==> src/rtl/mbe_pkg.sv <==
// mbe_pkg: shared definitions for the iterative radix-4 modified-Booth multiplier.
//   state_t      : controller states (IDLE/BUSY/DONE)
//   BOOTH_*      : bit positions inside a 3-bit Booth digit window
//   num_digits() : Booth digit count for an operand width, rounded up to a
//                  multiple of the digits retired per cycle
package mbe_pkg;

    typedef enum logic [1:0] {
        IDLE = 2'd0,
        BUSY = 2'd1,
        DONE = 2'd2
    } state_t;

    // Window layout {b2, b1, b0} = {x[2i+1], x[2i], x[2i-1]}
    localparam int unsigned BOOTH_WIN = 3;
    localparam int unsigned BOOTH_B0  = 0;
    localparam int unsigned BOOTH_B1  = 1;
    localparam int unsigned BOOTH_B2  = 2;

    // Unsigned operands need one extra digit: the multiplier is treated as
    // zero-extended by two bits so its top digit never reads as negative.
    function automatic int unsigned num_digits(input int unsigned width,
                                               input int unsigned dpc,
                                               input bit          signed_mode);
        int unsigned n;
        n = signed_mode ? (width / 2) : (width / 2 + 1);
        return ((n + dpc - 1) / dpc) * dpc;
    endfunction

endpackage

==> src/rtl/mbe_digit.sv <==
// mbe_digit: one radix-4 modified-Booth digit.
//   win   in  3        digit window {x[2i+1], x[2i], x[2i-1]}
//   y_ext in  WIDTH+2  multiplicand, sign- or zero-extended by the caller
//   pp    out WIDTH+2  two's-complement partial product in {-2y..+2y}
// single/double/neg are decoded internally from the window.
module mbe_digit
    import mbe_pkg::*;
#(
    parameter int unsigned WIDTH = 8
) (
    input  logic [BOOTH_WIN-1:0] win,
    input  logic [WIDTH+1:0]     y_ext,
    output logic [WIDTH+1:0]     pp
);

    logic             single;
    logic             dbl;
    logic             neg;
    logic [WIDTH+1:0] mag;

    always_comb begin
        single = win[BOOTH_B1] ^ win[BOOTH_B0];
        dbl    = ( win[BOOTH_B2] & ~win[BOOTH_B1] & ~win[BOOTH_B0]) |
                 (~win[BOOTH_B2] &  win[BOOTH_B1] &  win[BOOTH_B0]);
        neg    = win[BOOTH_B2];

        mag = '0;
        if (single) begin
            mag = y_ext;
        end else if (dbl) begin
            mag = y_ext << 1;
        end

        // Digit 111 has neg set but zero magnitude; gate neg so it stays 0.
        pp = (neg && (single || dbl)) ? (~mag + 1'b1) : mag;
    end

endmodule

==> src/rtl/mbe_mult_seq.sv <==
// mbe_mult_seq: iterative radix-4 modified-Booth multiplier.
// Retires DPC Booth digits per cycle and returns a 2*WIDTH-bit product.
//   clk        in   1        rising-edge clock
//   reset      in   1        asynchronous, active-high
//   in_valid   in   1        operand pair valid
//   in_ready   out  1        high in IDLE
//   x          in   WIDTH    multiplier (Booth-recoded)
//   y          in   WIDTH    multiplicand
//   tc         in   1        1 = signed, 0 = unsigned (only with MBE_SIGN_SEL_EN)
//   out_valid  out  1        high in DONE
//   out_ready  in   1        consumer accepts product
//   p          out  2*WIDTH  product, stable while out_valid & ~out_ready
// Optional feature macro: MBE_SIGN_SEL_EN (adds tc and the unsigned extra digit).
// Without it the block is signed-only.
module mbe_mult_seq
    import mbe_pkg::*;
#(
    parameter int unsigned WIDTH = 8,
    parameter int unsigned DPC   = 1
) (
    input  logic                 clk,
    input  logic                 reset,
    input  logic                 in_valid,
    output logic                 in_ready,
    input  logic [WIDTH-1:0]     x,
    input  logic [WIDTH-1:0]     y,
`ifdef MBE_SIGN_SEL_EN
    input  logic                 tc,
`endif
    output logic                 out_valid,
    input  logic                 out_ready,
    output logic [2*WIDTH-1:0]   p
);

    localparam int unsigned NS   = num_digits(WIDTH, DPC, 1'b1);
`ifdef MBE_SIGN_SEL_EN
    localparam int unsigned NMAX = num_digits(WIDTH, DPC, 1'b0);
`else
    localparam int unsigned NMAX = NS;
`endif
    localparam int unsigned CS   = NS / DPC;
    localparam int unsigned CMAX = NMAX / DPC;
    localparam int unsigned CNTW = $clog2(CMAX + 1);
    // Two spare bits above the last digit keep the extension width non-zero.
    localparam int unsigned XW   = 2 * NMAX + 3;
    localparam int unsigned AW   = 2 * WIDTH;

    state_t            state;
    logic [XW-1:0]     xr;
    logic [WIDTH+1:0]  yr;
    logic [AW-1:0]     acc;
    logic [AW-1:0]     sum;
    logic [CNTW-1:0]   cnt;
    logic [WIDTH+1:0]  pp [DPC];
    logic              sgn;
    logic              last;

`ifdef MBE_SIGN_SEL_EN
    logic              tc_q;
    assign sgn  = tc;
    assign last = tc_q ? (cnt == CNTW'(CS - 1)) : (cnt == CNTW'(CMAX - 1));
`else
    assign sgn  = 1'b1;
    assign last = (cnt == CNTW'(CS - 1));
`endif

    for (genvar g = 0; g < DPC; g++) begin : g_digit
        mbe_digit #(.WIDTH(WIDTH)) u_digit (
            .win   (xr[2*g+2 -: 3]),
            .y_ext (yr),
            .pp    (pp[g])
        );
    end

    // The product always fits in 2*WIDTH bits, and the guard bits of a
    // 2*WIDTH+2 accumulator never feed back into the low bits, so the sum is
    // kept modulo 2^(2*WIDTH).
    always_comb begin
        sum = acc;
        for (int unsigned j = 0; j < DPC; j++) begin
            sum = sum + ({{(AW-WIDTH-2){pp[j][WIDTH+1]}}, pp[j]}
                         << (2 * (32'(cnt) * DPC + j)));
        end
    end

    always_ff @(posedge clk or posedge reset) begin
        if (reset) begin
            state <= IDLE;
            xr    <= '0;
            yr    <= '0;
            acc   <= '0;
            cnt   <= '0;
`ifdef MBE_SIGN_SEL_EN
            tc_q  <= 1'b0;
`endif
        end else begin
            case (state)
                IDLE: begin
                    if (in_valid) begin
                        state <= BUSY;
                        xr    <= {{(XW-1-WIDTH){x[WIDTH-1] & sgn}}, x, 1'b0};
                        yr    <= {{2{y[WIDTH-1] & sgn}}, y};
                        acc   <= '0;
                        cnt   <= '0;
`ifdef MBE_SIGN_SEL_EN
                        tc_q  <= tc;
`endif
                    end
                end
                BUSY: begin
                    acc <= sum;
                    xr  <= xr >> (2 * DPC);
                    cnt <= cnt + 1'b1;
                    if (last) begin
                        state <= DONE;
                    end
                end
                DONE: begin
                    if (out_ready) begin
                        state <= IDLE;
                    end
                end
                default: state <= IDLE;
            endcase
        end
    end

    assign in_ready  = (state == IDLE);
    assign out_valid = (state == DONE);
    assign p         = acc;

endmodule

==> config.mk <==
export PLATFORM = sky130hd
export DESIGN_NAME = mbe_mult_seq
export DESIGN_NICKNAME = d
export VERILOG_FILES = /design/src/rtl/mbe_pkg.sv /design/src/rtl/mbe_digit.sv /design/src/rtl/mbe_mult_seq.sv
export SDC_FILE = /design/constraint.sdc
export NUM_CORES = 1
export LEC_CHECK = 0
export CELL_PAD_IN_SITES_DETAIL_PLACEMENT = 1
export CELL_PAD_IN_SITES_GLOBAL_PLACEMENT = 1
export CORE_ASPECT_RATIO = 1.75
export CORE_UTILIZATION = 43
export DETAILED_ROUTE_END_ITERATION = 8
export GPL_TIMING_DRIVEN = 0
export PLACE_DENSITY = 0.93
export REMOVE_ABC_BUFFERS = 1
export SYNTH_ARGS = -nofsm -noshare
export SYNTH_HDL_FRONTEND = slang
export SYNTH_HIERARCHICAL = 1
export SYNTH_SLANG_ARGS = --single-unit
==> constraint.sdc <==
create_clock -name clk -period 5.05 [get_ports clk]
set_input_delay 1.01 -clock clk [delete_from_list [all_inputs] [get_ports clk]]
set_output_delay 1.01 -clock clk [all_outputs]
set_load 0.05 [all_outputs]
### After elaboration in Yosys (flattened, before gate mapping)

Cells that the tools add are included.

* bits in registers: 40
* bits of input ports: 20
* output and inout bits: 18
* logic and storage cells: 45

* add/subtract/negate cells: 3
* equal/unequal tests: 6
* shift-type cells: 1
* muxes and demuxes: 13
* bitwise operators: 10
* reductions and logical operators: 7

Operators by type and width (count)
* 16-bit case mux with 2 select lines: 1
* 10-bit two-way mux: 3
* 11-bit case mux with 2 select lines: 1
* 16-bit adder: 1
* 16-bit two-way mux: 1
* 16-bit by 4-bit << shifter with 16-bit output: 1
* 11-bit two-way mux: 1
* 10-bit by 1-bit adder with 10-bit output, second input constant: 1
* 10-bit inverter: 1
* 2-bit two-way mux: 3
* 2-bit case mux with 3 select lines: 1
* 3-bit case mux with 2 select lines: 1
* 1-bit bitwise AND: 4
* 2-bit inequality test, second input constant: 2
* 2-bit AND reduction: 2
* 3-bit by 1-bit adder with 3-bit output, second input constant: 1
* 3-bit by 2-bit == test with 1-bit output, second input constant: 1
* 3-bit two-way mux: 1
* 1-bit inverter: 3
* 3-bit AND reduction: 1
* 2-bit by 1-bit == test with 1-bit output, second input constant: 1
* 2-bit == test, second input constant: 1
* 2-bit logical NOT: 1
* 2-bit by 1-bit inequality test with 1-bit output, second input constant: 1
* 5 further kinds: 5

### Depth between registers and ports, before layout

Gate-level depths: netlist of the first run.

* word-level depth: 12
* depth in mapped cells: 23
* gate-level depth less buffers: 21

### By module

Netlist of the first run, hierarchy kept.

By module, submodules not included
* mbe_mult_seq: times used 1, cells an instance 329, area each 2688.8 um^2
* mbe_digit: times used 1, cells an instance 114, area each 785.8 um^2

### Worst setup path after synthesis of the first run

No wires, ideal clock.

* kind: register to register
* from: register xr[1]
* to: register acc[15] (netlist: p[15])
* arrival: 4.332 ns
* setup slack: 0.597 ns
* stages on the path, launching flop included: 23
* buffers on the path: 3
* clock period less this slack: 4.453 ns
* cells stage by stage: dfrtp_1 > buf_6 > buf_2 > xor2_1 > and2_1 > inv_1 > ha_1 > inv_1 > nor3_1 > o21ai_0 > nand2_1 > mux2i_1 > a221o_1 > mux4_2 > nand2_1 > o21ai_0 > ha_1 > clkbuf_1 > a21o_1 > or4_4 > o21ai_2 > xnor2_1 > a22o_1

RTL lines
* start, declared: line mbe_mult_seq.sv:49 `logic [XW-1:0] xr;`
* start signal, assigned: line mbe_mult_seq.sv:101 `xr <= {{(XW-1-WIDTH){x[WIDTH-1] & sgn}}, x, 1'b0};`
* start signal, assigned: line mbe_mult_seq.sv:112 `xr <= xr >> (2 * DPC);`
* end signal, assigned: line mbe_mult_seq.sv:111 `acc <= sum;`
* end, declared: line mbe_mult_seq.sv:51 `logic [AW-1:0] acc;`

==> impl_metrics.toml, run 1 <==
[sta]
slew_headroom = 0.206
fmax_mhz = 207
setup_ws_ns = 0.221
hold_viol_final = 0
slew_viol_final = 0
setup_viol = 0
worst_slew_pin_slew_ns = 1.19
period_minus_slack_ns = 4.83
period_share = 0.956
finalClockSkew_ns = 0.00663

[finish]
nNetsFinal = 502
num_antenna_cells = 0
syn2layout_area_growth_pct = 17.7
nFillCells = 964
drive_gt1_frac = 0.0862
fin_util = 0.521
finalNonFillerCells = 554

[synth]
avgSynthCellArea_um2 = 7.84
yosys-top-cells-area = "dfrtp_1 28%, nand2_1 8.6%, ha_1 6.5%"
synth_area_mm2 = 0.00347
synthDistinctLibCells = 67
yosys_most_used_dff = "dfrtp_1"
async_reset_ff_frac = 1.00
yosys-top-cells-count = "80 x nand2_1, 39 x dfrtp_1, 31 x nor2_1"
synthDominantCellAreaShare = 0.281
yosysTopAreaCell = "dfrtp_1"
synth.most_common_cell = "nand2_1"
yosysWarnings = 6
yosysSeqAreaShare = 0.281
synth_edf_count = 0
synth_cells = 443
ys_seq_elements = 39

[clock_network]
cts.htree.levels = 2
cts_root_buf = "clkbuf_16"
clk_pin_slew_ns = 0.06
clock-sinks = 39
cts_tree = "yes"
cts_buffer_depth = 2
cts_buffers = 5
clkLatencyLatePin_ns = 0.29

[die]
die_x_um = 70.0
ios = 38
rows = 43
die_height_um = 121
core_area_mm2 = 0.00786
dieArea_mm2 = 0.00846
initial_core_util = 0.442

[critical_path]
critPathSlowestCell = "dfrtp_4"
startpoint_type = "flop"
path_buf_inv = 1
path_cells = "nor2b_4 > a221oi_1 > a21o_1 > ha_2 > inv_1 > nor3_1 > o21ai_1 > nand2_1 > mux2i_1 > a221o_1 > mux2_2 > a21oi_2 > nor2_1 > ha_1 > a211oi_2 > nor2_1 > or4_4 > o21ai_2 > xnor2_1 > a22o_1"
cp_max_fo = 20
crit_path_start = "xr[2]"
crit_type = "reg -> reg"
crit_arrival_ns = 5.00
reg2reg_slack_ns = 0.22
critPathCaptureType = "flop"
required_ns = 5.23
cpPeakStageDelay_ns = 0.59
cpMostUsedCell = "nor2_1"
reg2reg_from = "xr[2]"
cp_top_family = "compound AO/OA/AOI/OAI gates"

[drt]
drt_first_pass_iters = 4
vias = 3481
drt.antenna.violating_nets = 0
vias_per_cell = 6.28
post_drt_wl_per_cell_um = 20.1
drc_errors = 0
routed_wl_mm = 11.2
drt_iter0_markers = 198

[global_route]
antenna_found_initial = 0
grt_pass1_vias = 3727
track_usage = 0.265
grt_max_degree = 40
grt-ovfl-total = 0
grt_first_pass_wirelength_mm = 17.8

[placed_design]
place_inst = 544
routabilityCongestion = 0.937
pre_cts_ws_ns = -0.337
dp_hpwl_mm = 7.70
io_buffers = 37

[min_path]
hp-start = "xr[9]"
worstHoldPathType = "reg -> reg"

[outcome]
status = "completed"

[flow_run]
cap_violations = 0
[final timing paths]
check | end | cells after the start
worst max-delay path | p[15] | 20
min in group asynchronous | xr[7] | 2
worst min-delay path | xr[9] | 1
max in group asynchronous | xr[1] | 2
worst min register to register | xr[9] | 1
worst max register to register | p[15] | 20
[flip-flops by register name, indices dropped and copies added (netlist names)]
signal / flops
p: 16
cnt: 3
yr: 8
xr: 10
state: 2
[what timing repair did]
item | CTS | global route
resized for setup | 10 | 8
hold buffers | 0 | 0
gates cloned | 0 | 0
endpoints found under the setup margin | 10 | 5
pin swaps | 0 | 0
setup buffers | 0 | 2
[logic make-up (layout without fill, tap and decap cells)]
| logic type | after synthesis | count (layout) | share of synthesized area |
|---|---|---|---|
| AND/OR/NAND/NOR | 171 | 171 | 0.230 |
| AO/OA/AOI/OAI | 132 | 132 | 0.260 |
| buffers and inverters | 47 | 68 | 0.0558 |
| flip-flops | 39 | 39 | 0.281 |
| adder cells (fa/ha/maj) | 19 | 19 | 0.0706 |
| XOR/XNOR | 18 | 18 | 0.0475 |
| multiplexers | 17 | 17 | 0.0547 |
[layer usage]
metal,track usage,wire length (um),up-vias
li1,-,-,1621
met1,0.268,4290,1741
met2,0.510,6130,78
met3,0.0316,247,41
met4,0.154,488,0
met5,0,0,-
[cell usage in the layout, fill, tap and decap left out, types with 4 or more instances in the layout]
cell             netlist  final
a21o_1                 5      5
a21oi_1               29     28
a221oi_1               5      5
a22o_1                 6      6
a22oi_1                7      7
a31oi_1               10     10
and2_1                 5      5
clkbuf_16              0      5
clkdlybuf4s50_1        0     37
dfrtp_1               39     36
ha_1                  18     17
inv_1                 20     19
mux2i_1               13     13
nand2_1               80     80
nand2b_1               7      7
nand3_1                8      8
nor2_1                31     30
nor2b_1                9      7
nor3_1                13     13
o21a_1                 5      5
o21ai_0               29     27
o21ai_1                2      4
o31ai_1                5      4
xnor2_1               11     11
xor2_1                 6      5
[through the flow]
stage / TNS, ns / hold slack (ns) / instance area [um^2]
after CTS: 0 / 0.508 / 4050
after detailed placement: -1.38 / 0.485 / 3840
after global routing: -0.00925 / 0.545 / 4090
after global placement: -0.392 / 0.476 / 3840
final: 0 / 0.506 / 4090
after floorplan: 0 / 0.458 / 3360
[worst register-to-register path, stage by stage (launching register included)]
cell and delay [ns]:
dfrtp_4 0.59, nor2b_4 0.19, a221oi_1 0.27, a21o_1 0.19, ha_2 0.24, inv_1 0.12
nor3_1 0.17, o21ai_1 0.11, nand2_1 0.12, mux2i_1 0.08, a221o_1 0.35, mux2_2 0.30
a21oi_2 0.22, nor2_1 0.07, ha_1 0.39, a211oi_2 0.23, nor2_1 0.13, or4_4 0.52
o21ai_2 0.16, xnor2_1 0.09, a22o_1 0.18
[area by class of cell]
class	instances	area [um^2]	area share
Clock buffer	5	125	0.0306
Sequential cell	39	987	0.241
Tap cell	90	113	0.0275
Multi-Input combinational cell	357	2350	0.575
Inverter	21	78.8	0.0193
Timing Repair Buffer	39	385	0.0942
Clock inverter	3	47.5	0.0116
Power of run 1 is not shown: default switching activity piles up to over one toggle a cycle in this logic, so the estimate is an artifact.
==> run 2, diff against run 1 <==
--- a/config.mk
+++ b/config.mk
@@ -8,6 +8,7 @@
 export CELL_PAD_IN_SITES_DETAIL_PLACEMENT = 1
 export CELL_PAD_IN_SITES_GLOBAL_PLACEMENT = 1
 export CORE_ASPECT_RATIO = 1.75
+export CORE_MARGIN = 3
 export CORE_UTILIZATION = 43
 export DETAILED_ROUTE_END_ITERATION = 8
 export GPL_TIMING_DRIVEN = 0
==> impl_metrics.toml, run 2 (same netlist as run 1, synthesis figures left out) <==
[outcome]
status = "completed"

[finish]
layout_commonest_cell = "nand2_1"
nNetsFinal = 506
largest_register_ff_count = 16
num_antenna_cells = 0
drive_gt1_frac = 0.0919
syn2layout_area_growth_pct = 18.6
register_area_um2 = 987
nFillCells = 950
final_cell_mix = "80 x nand2_1, 37 x clkdlybuf4s50_1, 36 x dfrtp_1"
multi_input_area_mm2 = 0.00236
fin_area_mm2 = 0.00412

[clock_network]
cts_root_buf = "clkbuf_16"
cts.htree.levels = 2
clkLatencyLatePin_ns = 0.30
clock-sinks = 39
cts_buffer_depth = 2
cts_buffers = 5
clk_pin_slew_ns = 0.07
cts_tree = "yes"
cts_hold_buf = 0

[sta]
worst_slew_pin_slew_ns = 1.20
setup_viol = 0
period_minus_slack_ns = 4.84
setup_ws_ns = 0.209
hold_viol_final = 0
period_share = 0.959
slew_headroom = 0.202
tns_ns = 0
finalClockSkew_ns = 0.00810
slew_viol_final = 0
fmax_mhz = 207

[global_route]
grt-ovfl-total = 0
track_usage = 0.256
grt_first_pass_wirelength_mm = 18.7
grt_max_degree = 40
grt_pass1_vias = 3786
antenna_found_initial = 0

[die]
die_height_um = 125
ios = 38
dieArea_mm2 = 0.00924
initial_core_util = 0.450
core_area_mm2 = 0.00772
rows = 42
die_x_um = 74.0

[drt]
routed_wl_mm = 11.7
drt_first_pass_iters = 4
drt_iter0_markers = 178
drt.antenna.violating_nets = 0
vias = 3525
drc_errors = 0
vias_per_cell = 6.34
post_drt_wl_per_cell_um = 21.0

[placed_design]
placed_cell_area_mm2 = 0.00385
io_buffers = 37
dp_hpwl_mm = 7.87
pre_cts_ws_ns = -0.415
routabilityCongestion = 0.916

[critical_path]
required_ns = 5.22
cpMostUsedCell = "a21oi_1"
path_buf_inv = 1
path_cells = "nor2b_4 > a221oi_1 > a21o_1 > ha_1 > inv_1 > nor3_1 > o21ai_1 > nand2_1 > mux2i_1 > a221o_1 > mux2_2 > a21oi_1 > nor2_1 > ha_1 > o21ai_1 > a21oi_1 > o31a_1 > o31ai_4 > a21oi_1 > or3_1"
critPathCaptureType = "flop"
critPathSlowestCell = "dfrtp_4"
startpoint_type = "flop"
crit_arrival_ns = 5.01
crit_type = "reg -> reg"
cpPeakStageDelay_ns = 0.55
cp_max_fo = 11
cp_top_family = "compound AO/OA/AOI/OAI gates"

[flow_run]
cap_violations = 0

[min_path]
worstHoldPathType = "reg -> reg"
[run 2: cell count changes in the layout (fill, tap and decap cells not counted), sizes merged]
cell,change
buf,+4
clkinvlp,+1
clkinv,-1
[run 2: final timing paths]
check	endpoint	start	cells past startpoint	slack (ns)
max in group asynchronous	xr[0]	reset	2	3.20
worst max register to register	p[14]	xr[2]	20	0.21
worst max-delay path	p[14]	xr[2]	20	0.21
worst min-delay path	xr[7]	xr[7]	2	0.49
worst min register to register	xr[7]	xr[7]	2	0.49
min in group asynchronous	xr[7]	reset	2	1.22
[run 2: tightest hold or removal path, cell delays in order, from the launching register on]
cell	delay, ns
dfrtp_1	0.34
nand2_1	0.05
nand3_1	0.07
[run 2: metrics by stage]
| step | cells | utilization | hold WS, ns |
|---|---|---|---|
| 2_1_floorplan | 417 | - | 0.458 |
| 6_report | 556 | 0.534 | 0.493 |
| 3_3_place_gp | 542 | 0.497 | 0.478 |
| 3_5_place_dp | 543 | 0.498 | 0.481 |
| 5_1_grt | 556 | 0.534 | 0.519 |
| 4_1_cts | 551 | 0.524 | 0.497 |
[run 2: repair_timing]
item / CTS / global route
cloned: 0 / 0
buffers inserted: 0 / 5
endpoints found under the setup margin: 9 / 8
gates resized for setup: 10 / 8
pin swaps: 0 / 0
[run 2: routing by layer]
metal,GRT usage,vias to the layer above,wire [um]
met1,0.287,1755,4370
met3,0.0315,36,325
li1,-,1640,-
met2,0.458,94,6550
met4,0.123,0,415
met5,0,-,0
[run 2: area by class of cell]
class | instances | area share
clock inverter | 3 | 0.0112
multi-input combinational | 357 | 0.572
timing repair buffer | 43 | 0.101
inverter | 21 | 0.0191
tap | 88 | 0.0267
sequential | 39 | 0.240
clock buffer | 5 | 0.0304
Power of run 2 is left out for the same reason.
